<file path="src/rtl/pc_unit_stack_pkg.sv">
// Shared definitions for the stack-based program counter: command select codes and clog2.
`default_nettype none

package pc_unit_stack_pkg;

  // Winning command after priority resolution; reset and stall are applied outside this code.
  typedef enum logic [2:0] {
    CMD_HOLD = 3'd0,
    CMD_INC  = 3'd1,
    CMD_BR   = 3'd2,
    CMD_LD   = 3'd3,
    CMD_CALL = 3'd4,
    CMD_RET  = 3'd5
  } cmd_e;

  function automatic int clog2(input int value);
    int result;
    int v;
    result = 0;
    v      = value - 1;
    for (int i = 0; i < 32; i++) begin
      if (v > 0) begin
        result = result + 1;
        v      = v >> 1;
      end
    end
    return result;
  endfunction

endpackage

`default_nettype wire

</file>
<file path="src/rtl/pc_unit_stack_ret_stack.sv">
// Parametrised LIFO of return addresses; push when full and pop when empty are no-ops.
`default_nettype none

module ret_stack
  import pc_unit_stack_pkg::*;
#(
  parameter int DEPTH = 4,
  parameter int W     = 16
) (
  input  logic                  clock,
  input  logic                  reset,
  input  logic                  push,
  input  logic                  pop,
  input  logic [W-1:0]          din,
  output logic [W-1:0]          dout,
  output logic [clog2(DEPTH):0] depth,
  output logic                  full,
  output logic                  empty
);

  localparam int AW = clog2(DEPTH);

  logic [W-1:0]  mem [DEPTH];
  logic [AW-1:0] wr_idx;
  logic [AW-1:0] top_idx;
  logic          do_push;
  logic          do_pop;

  assign full    = (depth == (AW+1)'(DEPTH));
  assign empty   = (depth == '0);
  assign wr_idx  = depth[AW-1:0];
  assign top_idx = depth[AW-1:0] - AW'(1);

  // Pop takes precedence so a simultaneous push/pop never grows the stack.
  assign do_pop  = pop && !empty;
  assign do_push = push && !full && !do_pop;

  assign dout = mem[top_idx];

  always_ff @(posedge clock) begin
    if (reset) begin
      depth <= '0;
    end else if (do_pop) begin
      depth <= depth - (AW+1)'(1);
    end else if (do_push) begin
      depth <= depth + (AW+1)'(1);
    end
  end

  // Entry storage carries no reset; contents are meaningless once depth is cleared.
  always_ff @(posedge clock) begin
    if (!reset && do_push) begin
      mem[wr_idx] <= din;
    end
  end

endmodule

`default_nettype wire

</file>
<file path="src/rtl/pc_unit_stack.sv">
// Program counter with reset vector, relative branch, return-address stack and stall.
`default_nettype none

module pc_unit_stack
  import pc_unit_stack_pkg::*;
#(
  parameter int              PC_W      = 16,
  parameter int              OFF_W     = 8,
  parameter int              DEPTH     = 4,
  parameter logic [PC_W-1:0] RESET_VEC = '0
) (
  input  logic                  clock,
  input  logic                  reset,
  input  logic                  stall,
  input  logic                  pc_inc,
  input  logic                  pc_ld,
  input  logic                  pc_br,
  input  logic                  pc_call,
  input  logic                  pc_ret,
  input  logic                  err_clr,
  input  logic [PC_W-1:0]       alu_out,
  input  logic [OFF_W-1:0]      br_off,
  output logic [PC_W-1:0]       PC,
  output logic [clog2(DEPTH):0] stk_depth,
  output logic                  stk_full,
  output logic                  stk_empty,
  output logic                  stk_ovf,
  output logic                  stk_unf
);

  cmd_e            cmd;
  logic [PC_W-1:0] pc_next;
  logic [PC_W-1:0] pc_plus1;
  logic [PC_W-1:0] off_ext;
  logic [PC_W-1:0] stk_top;
  logic            push;
  logic            pop;
  logic            ovf_set;
  logic            unf_set;

  always_comb begin
    cmd = CMD_HOLD;
    if (stall)        cmd = CMD_HOLD;
    else if (pc_ret)  cmd = CMD_RET;
    else if (pc_call) cmd = CMD_CALL;
    else if (pc_ld)   cmd = CMD_LD;
    else if (pc_br)   cmd = CMD_BR;
    else if (pc_inc)  cmd = CMD_INC;
  end

  assign pc_plus1 = PC + PC_W'(1);
  assign off_ext  = PC_W'($signed(br_off));

  assign push = (cmd == CMD_CALL);
  assign pop  = (cmd == CMD_RET);

  ret_stack #(
    .DEPTH (DEPTH),
    .W     (PC_W)
  ) u_ret_stack (
    .clock (clock),
    .reset (reset),
    .push  (push),
    .pop   (pop),
    .din   (pc_plus1),
    .dout  (stk_top),
    .depth (stk_depth),
    .full  (stk_full),
    .empty (stk_empty)
  );

  // A return on an empty stack falls through to the next sequential instruction.
  always_comb begin
    pc_next = PC;
    case (cmd)
      CMD_INC:  pc_next = pc_plus1;
      CMD_BR:   pc_next = PC + off_ext;
      CMD_LD:   pc_next = alu_out;
      CMD_CALL: pc_next = alu_out;
      CMD_RET:  pc_next = stk_empty ? pc_plus1 : stk_top;
      default:  pc_next = PC;
    endcase
  end

  always_ff @(posedge clock) begin
    if (reset) begin
      PC <= RESET_VEC;
    end else begin
      PC <= pc_next;
    end
  end

  assign ovf_set = (cmd == CMD_CALL) && stk_full;
  assign unf_set = (cmd == CMD_RET) && stk_empty;

  // Clearing is honoured during stall; a fresh error in the same cycle wins.
  always_ff @(posedge clock) begin
    if (reset) begin
      stk_ovf <= 1'b0;
      stk_unf <= 1'b0;
    end else begin
      stk_ovf <= (stk_ovf && !err_clr) || ovf_set;
      stk_unf <= (stk_unf && !err_clr) || unf_set;
    end
  end

endmodule

`default_nettype wire
</file>
<file path="config.mk">
export PLATFORM = sky130hd
export DESIGN_NAME = pc_unit_stack
export DESIGN_NICKNAME = d
export VERILOG_FILES = /design/src/rtl/pc_unit_stack_pkg.sv /design/src/rtl/pc_unit_stack_ret_stack.sv /design/src/rtl/pc_unit_stack.sv
export SDC_FILE = /design/constraint.sdc
export NUM_CORES = 1
export LEC_CHECK = 0
export CORE_UTILIZATION = 30
export CTS_CLUSTER_SIZE = 20
export DETAILED_ROUTE_END_ITERATION = 8
export SYNTH_ARGS = -nofsm -noshare
export SYNTH_HDL_FRONTEND = slang
export SYNTH_SLANG_ARGS = --single-unit
</file>
<file path="constraint.sdc">
create_clock -name clock -period 4.2 [get_ports clock]
set_input_delay 0.42 -clock clock [delete_from_list [all_inputs] [get_ports clock]]
set_output_delay 0.42 -clock clock [all_outputs]
set_load 0.05 [all_outputs]
</file>
==> results of run 1 <==
-- sequential cells by signal, indices dropped and copies added (netlist names) --
name               cells
stk_unf                1
u_ret_stack.depth      3
u_ret_stack.mem       64
stk_ovf                1
PC                    16
-- layout by cell type, fill, tap and decap left out, drive strengths merged, types with 8 or more instances in the layout --
master          n
edfxtp         64
clkdlybuf4s50  55
clkbuf         10
inv            15
xnor2          19
a21oi          33
nand3           9
a22oi           9
mux4           16
xor2           10
and3            8
nor2           26
ha             20
dfxtp          21
o21ai          17
nand2          19
-- metal layers --
metal / up-vias / global-route usage, % / routed length, microns
met5: - / 0 / 0
met3: 16 / 1.95 / 498
met1: 1770 / 20.3 / 5430
met2: 93 / 25.7 / 5940
met4: 0 / 6.64 / 263
li1: 1665 / - / -
-- through the flow --
step	worst slack, ns	utilization (%)	cell area, sq um	cells	power (W)
final	1.45	37.9	5820	665	0.00216
after global routing	1.17	37.9	5820	665	0.00224
after CTS	1.43	37.9	5820	665	0.00218
after detailed placement	1.16	36.1	5540	649	0.00142
after global placement	1.23	36.1	5540	649	0.00142
after floorplan	0.729	-	4790	397	0.00128
-- synthesized netlist by cell type, types with 2 or more instances --
master,count
nor3_2,2
a22oi_1,9
nand3_1,8
a21oi_1,31
xor2_1,9
and2_1,6
xnor2_1,18
a21oi_2,2
or2_2,2
mux4_2,16
nor2_1,25
buf_6,2
inv_1,12
o21a_1,2
nand3b_1,2
o211ai_1,7
a211oi_1,4
a211o_1,3
a222oi_1,5
nor2b_1,2
nand4_1,6
nor4_4,2
a311oi_1,5
a31oi_1,2
clkbuf_1,8
or4_1,2
fa_1,2
nand2b_1,5
and3_1,7
a221oi_1,5
a21o_1,7
buf_2,7
a41oi_1,2
nor3_1,2
nand2_1,19
o21ai_0,17
ha_1,20
dfxtp_1,21
edfxtp_1,64
-- path summary, 6_finish.rpt --
path / from / end / depth (start not counted)
max reg2reg: u_ret_stack.depth[1]$_SDFFE_PP0P_ / PC[14]$_SDFFE_PP0P_ / 7
max: u_ret_stack.depth[1]$_SDFFE_PP0P_ / stk_empty / 4
min reg2reg: stk_ovf$_SDFF_PP0_ / stk_ovf$_SDFF_PP0_ / 2
min: stk_ovf$_SDFF_PP0_ / stk_ovf$_SDFF_PP0_ / 2
-- critical path, cell delays in order, from the launching register on --
cell             delay [ns]
dfxtp_1                0.35
inv_1                  0.13
ha_1                   0.21
nor2b_1                0.40
clkdlybuf4s50_1        0.90
-- cell families (layout without fill, tap and decap cells) --
| family | Yosys count | after routing | share of synthesized area [%] |
|---|---|---|---|
| muxes | 17 | 17 | 7.73 |
| xor gates and xnor gates | 29 | 29 | 5.61 |
| DFF | 85 | 85 | 48.9 |
| buffers and inverters | 29 | 86 | 2.77 |
| and+or+nand+nor | 102 | 102 | 12.8 |
| AOI/OAI and AO/OA | 113 | 113 | 16.2 |
| adders and majority gates | 22 | 22 | 6.06 |
-- cell type report --
cell class | count | area [sq um]
clock inverter | 6 | 53.8
multi-input combinational | 283 | 2320
sequential | 85 | 2340
tap | 211 | 264
inverter | 12 | 45.0
clock buffer | 10 | 229
timing repair buffer | 58 | 573
fill | 1462 | 9550
-- power by group --
| part | internal (W) | total [W] | leakage [nW] | switching (W) |
|---|---|---|---|---|
| logic | 0.000186 | 0.000451 | 1.10 | 0.000265 |
| clock network | 0.000411 | 0.000754 | 0.136 | 0.000343 |
| registers | 0.000928 | 0.000958 | 0.756 | 0.0000300 |
| total | 0.00153 | 0.00216 | 2.00 | 0.000637 |
==> out/results.txt, run 1 <==
ANT cells -> 0
final period utilization -> 65.5%
core area -> 15,400 sq um
Worst-Margin Slew -> 0.881 ns
min cycle time layout -> 2.75 ns
Hold Path Class -> reg -> reg
critical path arrival -> 2.33 ns
ys flop type -> edfxtp_1
vias in the first global route -> 3,585
first-pass GRT wire length -> 19,400 microns
Critical Path Start Type -> flip-flop
postcts setup bufs -> 0
Critical Path Sink Type -> output pin
Post-synth EDFFs -> 64
ranking of synthesized cells by area -> edfxtp_1 40%, dfxtp_1 8.8%, mux4_2 7.5%
Die H -> 128 microns
Wirelength per Cell -> 18.2 microns
Num CTS Buffers -> 9
Reg2Reg Setup Slack -> 1.48 ns
Hold Violations, Final -> 0
maximum vdd drop -> 0.000221 V
maximum number of pins on one net before global-route repair -> 27
Detailed Place HPWL -> 8910 microns
initial antenna violation count -> 0
Critical Path Fanout Max -> 5
total gr overflow -> 0
drt total wl -> 12,100 microns
setup repair after global routing missed its margin -> false
root buffer cell -> clkbuf_16
pwr/cell area -> 371 nW/um^2
outcome -> completed
Distinct cells, synth -> 66
Vias -> 3,544
DR DRC count -> 0
async set or reset register ratio after synthesis -> 0%
CTS tree -> yes
Yosys warning count -> 0
syn avg cell area -> 12.1 sq um
post_cts resized -> 0
synthesized area -> 4790 sq um
Final Hold Slack -> 0.478 ns
Ports -> 56
Clk Latency, worst-skew pair -> 0.34 ns
fmax -> 363 MHz
post-synthesis sequential area ratio -> 48.9%
DR pass1 iterations -> 5
die width -> 128 microns
Setup Skew -> 0.00720 ns
die area -> 16,500 sq um
required time worst endpoint -> 3.78 ns
NumNets Final -> 504
Post-Synthesis Cells -> 397
number of max-cap violations -> 0
Slew HR -> 40.9%
syn nets -> 452
Synth top area share -> 40.1%
Setup TNS Final -> 0 ns
post-synthesis to final-layout area growth -> 21.5%
initial DRC count -> 226
post-route ant nets -> 0
Sink Count -> 85
vias per cell -> 5.33
GRT Util Overall -> 15.5%
RD Place Congestion -> 0.827
Setup-failing EPs final -> 0
initial core utilization -> 31.2%
Slew Viols, Final -> 0
CTS HTree Levels -> 3
CTS clock-pin slew for the worst setup and hold paths -> 0.06 ns
layout cells sized above 1 -> 12.1%
CTS Buffer Depth -> 2
CP Class -> reg -> out
# rows -> 45
Yosys top cell by area -> edfxtp_1
Port Buffers -> 55
#FFs+latches synth -> 85
Static Leak -> 2.00 nW
hold buffer count at cts -> 0
Note: power is estimated with default switching activity, not from simulation.
==> run 2: changes to the inputs <==
==> constraint.sdc (replaced) <==
create_clock -name clock -period 2.35 [get_ports clock]
set_input_delay 0.235 -clock clock [delete_from_list [all_inputs] [get_ports clock]]
set_output_delay 0.235 -clock clock [all_outputs]
set_load 0.05 [all_outputs]
==> run 2 against run 1 <==
Compared with the run above: the flow now finishes with violations (negative setup slack); worst setup slack worse by 1.5 ns; global-route usage is 0.052 points lower; clock skew is 0.0013 ns higher; critical path type is now reg -> reg; highest routed layer unchanged; largest power group unchanged.
==> out/results.txt, run 2 (synthesized netlist as in run 1, its figures left out) <==
Setup-failing EPs final -> 1 (+1)
Critical Path Start Type -> flip-flop
NumNets Final -> 561 (+11%)
initial core utilization -> 31.2% (unchanged)
Wirelength per Cell -> 16.9 microns (-7.2%)
CTS tree -> yes
CP delay by family, top -> compound AO/OA/AOI/OAI gates
vias per cell -> 5.16 (-3.2%)
Port Buffers -> 55 (unchanged)
first-pass GRT wire length -> 19,400 microns (+0.11%)
outcome -> finished with violations
Detailed Place HPWL -> 9300 microns (+4.4%)
maximum number of pins on one net before global-route repair -> 19 (-30%)
initial antenna violation count -> 0 (unchanged)
Slew HR -> 66.2% (+25 points)
failing checks -> negative setup slack
total gr overflow -> 0 (unchanged)
worst reg2reg path depth -> 9 (+2)
hold buffer count at cts -> 0 (unchanged)
Static Leak -> 2.35 nW (+18%)
RD Place Congestion -> 0.891 (+7.7%)
final core utilization -> 41.9% (+4.0 points)
DR pass1 iterations -> 6 (+1)
CTS HTree Levels -> 3 (unchanged)
max reg flops -> 64 (unchanged)
pwr/cell area -> 632 nW/um^2 (+70%)
drt total wl -> 12,200 microns (+0.79%)
WHS Path Cells -> 2 (unchanged)
ANT cells -> 0 (unchanged)
die area -> 16,500 sq um (unchanged)
CTS clock-pin slew for the worst setup and hold paths -> 0.07 ns (about the same)
worst hold path endpoint -> stk_ovf$_SDFF_PP0_
Critical-path top delay cell -> a2111oi_2
Placed Cells incl. Taps -> 704 (+8.5%)
DR DRC count -> 0 (unchanged)
Critical Path Fanout Max -> 3 (-2)
CP Class -> reg -> reg
Worst-Margin Slew -> 0.505 ns (-0.376 ns)
Ports -> 56 (unchanged)
die width -> 128 microns (unchanged)
RR Endpoint -> PC[12]$_SDFFE_PP0P_
worst r2r src -> PC[0]$_SDFFE_PP0P_
Worst Min Path Start -> stk_ovf$_SDFF_PP0_
Final Hold Slack -> 0.477 ns (-0.00186 ns)
post-route design area -> 6440 sq um (+11%)
Slew Viols, Final -> 0 (unchanged)
Setup Skew -> 0.00848 ns (+0.00128 ns)
Final WS setup -> -0.00838 ns (-1.46 ns)
GRT Util Overall -> 15.4% (-0.052 points)
root buffer cell -> clkbuf_16
commonest non-fill, non-tap cell in the layout -> edfxtp_1
Die H -> 128 microns (unchanged)
Critical Path Sink Type -> flip-flop
Num CTS Buffers -> 9 (unchanged)
Clk Latency, worst-skew pair -> 0.34 ns (about the same)
Biggest register -> u_ret_stack.mem
vias in the first global route -> 3,793 (+5.8%)
# rows -> 45 (unchanged)
setup repair after global routing missed its margin -> true
Reg2Reg Setup Slack -> -0.008 ns (-1.49 ns)
Final Non-Filler Cells -> 722 (+8.6%)
Hold Violations, Final -> 0 (unchanged)
maximum vdd drop -> 0.000340 V (+54%)
min cycle time layout -> 2.36 ns
Sink Count -> 85 (unchanged)
Largest regs -> u_ret_stack.mem: 64 flops, PC: 16 flops, u_ret_stack.depth: 3 flops
required time worst endpoint -> 2.57 ns (-1.21 ns)
CTS Buffer Depth -> 2 (unchanged)
post-route ant nets -> 0 (unchanged)
setup slack at placement -> -0.436 ns (-1.60 ns)
CP peak stage delay -> 0.42 ns (-0.48 ns)
final period utilization -> 100%
Hold Path Class -> reg -> reg
crit path buf inv count -> 1 (-1)
post-synthesis to final-layout area growth -> 34.4%
worst-path cell chain -> ha_4 -> fa_2 -> a21oi_2 -> o211ai_1 -> a2111oi_2 -> buf_4 -> nor4_4 -> a211oi_2 -> a21oi_1
Vias -> 3,723 (+5.1%)
core area -> 15,400 sq um (unchanged)
Placement Cell Area -> 6080 sq um (+9.7%)
critical path arrival -> 2.58 ns (+0.25 ns)
number of max-cap violations -> 0 (unchanged)
layout cells sized above 1 -> 25.4% (+13 points)
initial DRC count -> 239 (+5.8%)
fmax -> 424 MHz
commonest non-fill, non-tap cells in the layout -> 64 x edfxtp_1, 54 x buf_4, 53 x clkdlybuf4s50_1
run 2: report_power, final:
part / switching [W] / internal [W]
sequential: 0.0000360 / 0.00166
clock: 0.000653 / 0.000753
combinational: 0.000521 / 0.000447
run 2: tightest hold or removal path, cell delays in order, from the launching register on:
cell      delay [ns]
dfxtp_1         0.31
nand2b_1        0.06
a21oi_1         0.05
run 2: metrics by stage:
step / TNS (ns) / total power (W)
after floorplan: -0.426 / 0.00231
after global placement: -1.34 / 0.00266
after detailed placement: -1.52 / 0.00267
after CTS: 0 / 0.00409
after global routing: -0.100 / 0.00423
final: -0.00838 / 0.00407
run 2: final cells by class:
type | count | area (sq um)
inverter | 12 | 52.6
sequential | 85 | 2350
clock buffer | 9 | 225
tap | 211 | 264
fill | 1393 | 8930
clock inverter | 7 | 75.1
multi-input combinational | 283 | 2380
timing repair buffer | 115 | 1090
run 2: timing repair:
| action | CTS | global route |
|---|---|---|
| gates resized for setup | 2 | 8 |
| setup endpoints to repair | 1 | 2 |
| buffers inserted | 0 | 2 |
| pin swaps | 0 | 7 |
| hold endpoints to repair | 0 | 0 |
| gates cloned | 0 | 0 |
run 2: metal layers:
layer  up-vias  wire length (microns)  global-route usage (%)
met1      1821                   5230                    19.4
met2       101                   6190                    26.1
met3        21                    560                    2.45
li1       1780                      -                       -
met5         -                      0                       0
met4         0                    241                    7.06
run 2: worst max-delay path by stage:
stage                                 startpoint                           endpoint  slack [ns]  depth (start not counted)
2_1_floorplan  u_ret_stack.depth[0]$_SDFFE_PP0P_  u_ret_stack.depth[1]$_SDFFE_PP0P_       -0.21                         12
3_3_place_gp                           br_off[0]                PC[12]$_SDFFE_PP0P_       -0.38                         10
3_5_place_dp                           br_off[0]                PC[12]$_SDFFE_PP0P_       -0.44                         10
4_1_cts                       PC[0]$_SDFFE_PP0P_                PC[12]$_SDFFE_PP0P_        0.02                          9
5_1_grt                       PC[0]$_SDFFE_PP0P_                PC[12]$_SDFFE_PP0P_       -0.10                          9
6_report                      PC[0]$_SDFFE_PP0P_                PC[12]$_SDFFE_PP0P_      -0.008                          9
==> run 3: changes to the inputs <==
--- a/config.mk
+++ b/config.mk
@@ -8,6 +8,8 @@
 export CORE_UTILIZATION = 30
 export CTS_CLUSTER_SIZE = 20
 export DETAILED_ROUTE_END_ITERATION = 8
+export RECOVER_POWER = 25
+export SKIP_CTS_REPAIR_TIMING = 1
 export SYNTH_ARGS = -nofsm -noshare
 export SYNTH_HDL_FRONTEND = slang
 export SYNTH_SLANG_ARGS = --single-unit
==> results of run 3 <==
Final layout, timing and power as in run 2 (identical DEF).
